**src/rtl/dm_arbiter.sv**
```systemverilog
// dm_arbiter: round-robin arbiter between the CPU MEM stage and a DMA engine
// for the single-port data memory, with a bounded DMA burst lock and a
// one-cycle read-data return path to whichever side issued the read.
module dm_arbiter #(
  parameter int ADDR_W    = 14,
  parameter int MAX_BURST = 8
) (
  input  logic              clk,
  input  logic              rst,
  input  logic              cpu_req,
  input  logic [3:0]        cpu_web,
  input  logic [ADDR_W-1:0] cpu_addr,
  input  logic [31:0]       cpu_wdata,
  output logic              cpu_gnt,
  output logic              cpu_rvalid,
  output logic [31:0]       cpu_rdata,
  output logic              cpu_stall,
  input  logic              dma_req,
  input  logic [3:0]        dma_web,
  input  logic [ADDR_W-1:0] dma_addr,
  input  logic [31:0]       dma_wdata,
  input  logic              dma_last,
  output logic              dma_gnt,
  output logic              dma_rvalid,
  output logic [31:0]       dma_rdata,
  output logic              dm_cs,
  output logic [3:0]        dm_web,
  output logic [ADDR_W-1:0] dm_a,
  output logic [31:0]       dm_di,
  input  logic [31:0]       dm_do
);

  localparam int                CNT_W    = $clog2(MAX_BURST + 1);
  localparam logic [CNT_W-1:0]  CNT_MAX  = CNT_W'(MAX_BURST);
  localparam logic [CNT_W-1:0]  CNT_ONE  = CNT_W'(1);
  localparam bit                BURST_EN = (MAX_BURST > 1);

  typedef enum logic {IDLE, LOCK} state_t;

  state_t           state, state_n;
  logic             prio, prio_n;
  logic [CNT_W-1:0] cnt, cnt_n, cnt_inc;
  logic             rd_cpu, rd_cpu_n;
  logic             rd_dma, rd_dma_n;
  logic             cpu_win, dma_win;

  assign cnt_inc = cnt + CNT_ONE;

  // Decide who owns the DM this cycle; reset blocks every grant, LOCK shuts the CPU out.
  always_comb begin
    cpu_win = 1'b0;
    dma_win = 1'b0;
    if (!rst) begin
      if (state == LOCK) begin
        dma_win = dma_req;
      end else if (cpu_req && dma_req) begin
        cpu_win = prio;
        dma_win = ~prio;
      end else begin
        cpu_win = cpu_req;
        dma_win = dma_req;
      end
    end
  end

  // Next-state: round-robin priority flip, burst lock entry/exit, read ownership tracking.
  always_comb begin
    state_n  = state;
    prio_n   = prio;
    cnt_n    = cnt;
    rd_cpu_n = cpu_win && (cpu_web == 4'b1111);
    rd_dma_n = dma_win && (dma_web == 4'b1111);
    case (state)
      IDLE: begin
        if (cpu_win) begin
          prio_n = 1'b0;
        end
        if (dma_win) begin
          prio_n = 1'b1;
          if (!dma_last && BURST_EN) begin
            state_n = LOCK;
            cnt_n   = CNT_ONE;
          end
        end
      end
      LOCK: begin
        if (dma_win && !dma_last && (cnt_inc != CNT_MAX)) begin
          cnt_n = cnt_inc;
        end else begin
          state_n = IDLE;
          prio_n  = 1'b1;
          cnt_n   = '0;
        end
      end
      default: begin
        state_n = IDLE;
        prio_n  = 1'b1;
        cnt_n   = '0;
      end
    endcase
  end

  // State register; reset drops the lock and forgets any outstanding read.
  always_ff @(posedge clk or posedge rst) begin
    if (rst) begin
      state  <= IDLE;
      prio   <= 1'b1;
      cnt    <= '0;
      rd_cpu <= 1'b0;
      rd_dma <= 1'b0;
    end else begin
      state  <= state_n;
      prio   <= prio_n;
      cnt    <= cnt_n;
      rd_cpu <= rd_cpu_n;
      rd_dma <= rd_dma_n;
    end
  end

  // Steer the granted side onto the DM pins; idle pins read as deselected.
  always_comb begin
    dm_cs  = 1'b0;
    dm_web = 4'b1111;
    dm_a   = '0;
    dm_di  = '0;
    if (cpu_win) begin
      dm_cs  = 1'b1;
      dm_web = cpu_web;
      dm_a   = cpu_addr;
      dm_di  = cpu_wdata;
    end else if (dma_win) begin
      dm_cs  = 1'b1;
      dm_web = dma_web;
      dm_a   = dma_addr;
      dm_di  = dma_wdata;
    end
  end

  // Return read data to its owner and keep the data buses quiet otherwise.
  always_comb begin
    cpu_gnt    = cpu_win;
    dma_gnt    = dma_win;
    cpu_stall  = cpu_req && !cpu_win && !rst;
    cpu_rvalid = rd_cpu;
    dma_rvalid = rd_dma;
    cpu_rdata  = rd_cpu ? dm_do : 32'h0;
    dma_rdata  = rd_dma ? dm_do : 32'h0;
  end

endmodule

```
**config.mk**
```make
export PLATFORM = sky130hd
export DESIGN_NAME = dm_arbiter
export DESIGN_NICKNAME = d
export VERILOG_FILES = /design/src/rtl/dm_arbiter.sv
export SDC_FILE = /design/constraint.sdc
export NUM_CORES = 1
export LEC_CHECK = 0
export BUFFER_PORTS_ARGS = -buffer_cell sky130_fd_sc_hd__buf_2
export CORE_AREA = 5 5 96 98
export DETAILED_ROUTE_END_ITERATION = 10
export DIE_AREA = 0 0 101 103
export PLACE_DENSITY = 0.57
export SETUP_SLACK_MARGIN = 0.3
export SLEW_MARGIN = 25
export SYNTH_ARGS = -nofsm -noshare
export SYNTH_HDL_FRONTEND = slang
export SYNTH_SLANG_ARGS = --single-unit
```
**constraint.sdc**
```tcl
create_clock -name clk -period 3.1 [get_ports clk]
set_clock_uncertainty 0.2 [all_clocks]
set_input_delay 0.93 -clock clk [delete_from_list [all_inputs] [get_ports clk]]
set_output_delay 0.93 -clock clk [all_outputs]
set_load 0.02 [all_outputs]
```
; After elaboration in Yosys (flattened, before gate mapping)
; Index checks and enable logic that the tools add are counted.
[word_totals]
reg_bits = 8
elab_cells = 55
input_bits = 137
out_inout_bits = 120
[op_classes]
n_reduce_logical = 12
n_bitwise = 2
n_eq_ne = 7
mux = 28
add_sub_neg = 1
[op_table]
columns = op, count
row1 = 2-to-1 mux 32 bit, 4
row2 = 2-to-1 mux 14 bit, 2
row3 = 2-to-1 mux 4 bit, 5
row4 = 2-to-1 mux 1 bit, 14
row5 = "== test 4 bit, second input constant", 2
row6 = one-hot mux 4 bit (2 select lines), 1
row7 = logical AND 1 bit, 7
row8 = "!= test 2 bit, second input constant", 3
row9 = "adder 4 x 1 -> 4 bit, second input constant", 1
row10 = "!= test 4 bit, second input constant", 1
row11 = one-hot mux 1 bit (2 select lines), 2
row12 = AND reduction 2 bit, 2
row13 = zero test 1 bit, 3
row14 = "!= test 3 bit, second input constant", 1
row15 = inverter 1 bit, 2

; Logic depth before layout (Yosys ltp)
[depth]
ltp_word = 8
mapped_depth = 7

; Worst setup path before layout
; Ideal clock, no wire load.
[synth_path]
path_kind = input to output
startpoint = input port rst
endpoint = output port dm_a[0]
t_required_ps = 1970
slack_ps = 62
stages = 5
t_arrival_ps = 1908
cell_sequence = inv_1 > nand3_4 > inv_2 > buf_2 > a22o_1
[synth_via]
elab_cells_between_ends = 4
classes_between = mux (4)
[synth_rtl]
columns = item, line
row1 = from (decl), 9  ; input logic rst,
row2 = 2-to-1 mux 1 bit, 53  ; if (!rst) begin
row3 = net cpu_gnt, 14  ; output logic cpu_gnt,
row4 = 2-to-1 mux 14 bit, 126  ; if (cpu_win) begin
row5 = to (decl), 28  ; output logic [ADDR_W-1:0] dm_a,
; The timed path passes the listed nets, and every way through them passes these cells.

; Worst setup path in the final report
[layout_path]
startpoint = input port rst
endpoint = output port dm_di[13]
[layout_via]
elab_chain_len = 3
elab_cells_between_ends = 4
classes_between = mux (4)
[layout_lines]
columns = item, line
row1 = 2-to-1 mux 1 bit, 53
row2 = 2-to-1 mux 32 bit, 131  ; end else if (dma_win) begin
row3 = 2-to-1 mux 32 bit (*), 126
row4 = to (decl), 29  ; output logic [31:0] dm_di,
; Mark *: on every way between the ends. The rest lies on a longest branch, timed or not.

==> run_results.csv <==
group,metric,value,unit
outcome,status,"complete, no violations",
global_routing,antenna_found_initial,0,
detailed_routing,drc_errors,0,
synthesis,synth_edf_count,0,
placed_design,gp_congestion,0.7610,
worst_setup_path,path_max_fanout,13,
sta,whs,366.9,ps
worst_setup_path,r2r_end,"cnt[3]",
synthesis,ys_warn_count,0,
detailed_routing,drtAntennaViolNets,0,
sta,setup_ws,4.044,ps
clock_network,worstSkewPairLatency,230,ps
die,ioPinCount,257,
cells_and_area,drive_above_1_share,0.7329,
detailed_routing,drtIter0Drc,29,
pwr,p_leak,2.244,nW
clock_network,cts_buffers,3,
sta,maxSlewViolCount,0,
clock_network,cts.htree.levels,1,
detailed_routing,num_vias,2491,
synthesis,syn_nets,328,
worst_setup_path,slowest_stage,"a22o_4",
die,dieArea,0.01040,mm2
pwr,irDropWorstVdd,105.4,uV
detailed_routing,wl,8860,um
worst_setup_path,crit_top_cell,"buf_6",
placed_design,io_buffers,256,
cells_and_area,final_area,0.003886,mm2
hold_path,hold_end,"cnt[0]",
pwr,pwr-share-comb,0.694,
global_routing,grt_pass1_wl,12340,um
sta,hold_viol,0,
worst_setup_path,r2r_slack,1330,ps
cells_and_area,nets,593,
worst_setup_path,path_class,"input port to primary output",
synthesis,synthCells,189,
worst_setup_path,worst_path_largest_cell_delay,210,ps
worst_setup_path,critical_path_required,1970,ps
sta,finalCritPeriodShare,0.9987,
die,start_util,0.1780,
sta,setup_violations,0,
detailed_routing,via_per_inst,4.440,
placed_design,hpwl,7053,um
sta,max_slew.worst_pin.slew,762.2,ps
synthesis,netlist_area,0.001491,mm2
sta,max_freq,323.0,MHz
global_routing,grt_pass1_vias,2431,
flow_run,maxCapViolations,0,
placed_design,pre_cts_ws,-26.87,ps
clock_network,ctsHoldBuffers,0,
pwr,pwr-share-clk,0.154,
worst_setup_path,start_kind,"input port",
global_routing,track_usage,0.1480,
clock_network,clock_path_buffers,2,
pwr,p_sw,0.0003169,W
worst_setup_path,arrival,1970,ps
worst_setup_path,reg2reg_depth,6,
clock_network,cts_tree,"built",
global_routing,overflow,0,
synthesis,ys.flop_type,"dfrtp_1",
detailed_routing,firstDrtPassIters,4,
pwr,p_sw_frac,0.3737,
synthesis,synth.avg_cell_area,7.891,um2
synthesis,yosysUniqueCellTypes,37,
sta,rsz0062_at_grt,"yes",
hold_path,hold_path_class,"register to register",
sta,period_needed,3096,ps
pwr,seqPwrFrac,0.152,
clock_network,cts_root_buf,"clkbuf_8",
die,core_area,0.008381,mm2
synthesis,ys_seq_area_frac,0.1351,
global_routing,grt_max_degree,34,
die,die_h,103,um
hold_path,hold_depth,1,
hold_path,hp-start,"cnt[0]",
placed_design,dpl_cell_area,0.003263,mm2
pwr,powerDensity,218.2,mW/mm2
sta,finalSetupTns,0,ps
clock_network,cts_sinks,8,
synthesis,synthArstFlopShare,1.000,
worst_setup_path,endpoint_kind,"primary output",
die,die_x,101,um
sta,slew_headroom,0.4919,
cells_and_area,syn2layout_area_growth,160.6,%
worst_setup_path,reg2reg_from,"cnt[0]",
worst_setup_path,crit_chain,"buf_6, buf_6, clkinvlp_4, nand3_4, clkinv_8, buf_16, a22o_4, buf_2",
pwr,internal_power,0.0005312,W
synthesis,synth-seq-cells,8,
clock_network,cts.reportedPaths.clkPinSlew,40,ps
die,rows,34,
cells_and_area,antenna_cells,0,
detailed_routing,wl_per_cell,15.79,um
cells_and_area,utilization,0.4637,
cells by family after synthesis:
group           count (synthesis)  share of synthesized area
compound gates                 61                     0.3431
buf+inv                        22                    0.09313
mux                             1                   0.006712
fa+ha+maj                       2                    0.01678
xor+xnor                        1                   0.005874
flops                           8                     0.1351
simple gates                   94                     0.3993
area by class of cell:
cell class	instances	area [um2]
Clock buffer	4	45.04
Fill cell	824	4494
Timing Repair Buffer	277	1953
Sequential cell	8	201.4
Inverter	5	42.54
Tap cell	108	135.1
Multi-Input combinational cell	159	1509
worst max-delay path by stage:
stage	start	end	cells after the start
6_report	rst	dm_di[13]	8
5_1_grt	rst	dm_di[13]	8
4_1_cts	dma_req	dm_a[5]	7
3_5_place_dp	dma_req	dm_a[9]	8
3_3_place_gp	dma_req	dm_a[8]	8
2_1_floorplan	rst	dm_di[10]	6
power by group through the flow:
stage	Clock [W]	Sequential [W]	Combinational, W
3_5_place_dp	0	0.000130	0.000459
2_1_floorplan	0	0.000126	0.000272
5_1_grt	0.000141	0.000130	0.000627
6_report	0.000131	0.000129	0.000589
4_1_cts	0.000136	0.000129	0.000559
3_3_place_gp	0	0.000129	0.000453
layout by cell type (no fill, tap or decap), types with 2 or more instances in the layout:
| master | Yosys | layout |
|---|---|---|
| and2_1 | 66 | 66 |
| nand2_1 | 8 | 7 |
| buf_12 | 0 | 4 |
| nand4_1 | 2 | 2 |
| o22a_1 | 4 | 4 |
| dfrtp_1 | 7 | 7 |
| a22o_1 | 46 | 7 |
| nor2_1 | 4 | 3 |
| a22o_4 | 0 | 39 |
| buf_6 | 7 | 55 |
| buf_16 | 0 | 5 |
| buf_2 | 3 | 203 |
| inv_1 | 3 | 2 |
| a21oi_1 | 3 | 3 |
| nand2_4 | 1 | 2 |
| ha_1 | 2 | 2 |
| buf_4 | 0 | 8 |
| nand3_1 | 2 | 2 |
| o22ai_1 | 2 | 2 |
| clkbuf_8 | 0 | 3 |
per-layer routing:
metal | vias up | GRT usage | share of wire
met5 | - | 0 | 0
met4 | 0 | 0.03374 | 0.0062
met3 | 6 | 0.04533 | 0.14
met2 | 158 | 0.2922 | 0.53
met1 | 1110 | 0.1518 | 0.33
li1 | 1217 | - | -
synthesized netlist by cell type, drive strengths merged, types with 3 or more instances:
| cell type | instances | area [um2] |
|---|---|---|
| a21oi | 3 | 15.01 |
| inv | 5 | 18.77 |
| buf | 10 | 93.84 |
| nor2 | 5 | 26.27 |
| o22a | 4 | 35.03 |
| nand3 | 3 | 27.53 |
| dfrtp | 7 | 175.2 |
| and2 | 66 | 412.9 |
| nand2 | 10 | 47.55 |
| clkbuf | 7 | 26.28 |
| a22o | 46 | 402.9 |
worst max-delay path, delay by kind of cell:
family          cells  cell delay, ps
buf+inv             6             670
simple gates        1             140
compound gates      1             210
timing repair:
action                                  CTS  global route
pin swaps                                 7             4
endpoints found under the setup margin   54            54
cloned                                    5             1
setup buffers                             3             2
resized for setup                        89            35
flip-flops by register name (all words and copies together) (netlist names):
name,cells
prio,1
dma_rvalid,1
cnt,4
state,1
cpu_rvalid,1
per-stage QoR:
step	power (W)	std cells
2_1_floorplan	0.0003981	189
3_3_place_gp	0.0005818	546
3_5_place_dp	0.0005895	546
4_1_cts	0.0008236	558
5_1_grt	0.0008980	561
6_report	0.0008481	561
(Power assumes the default switching activity.)
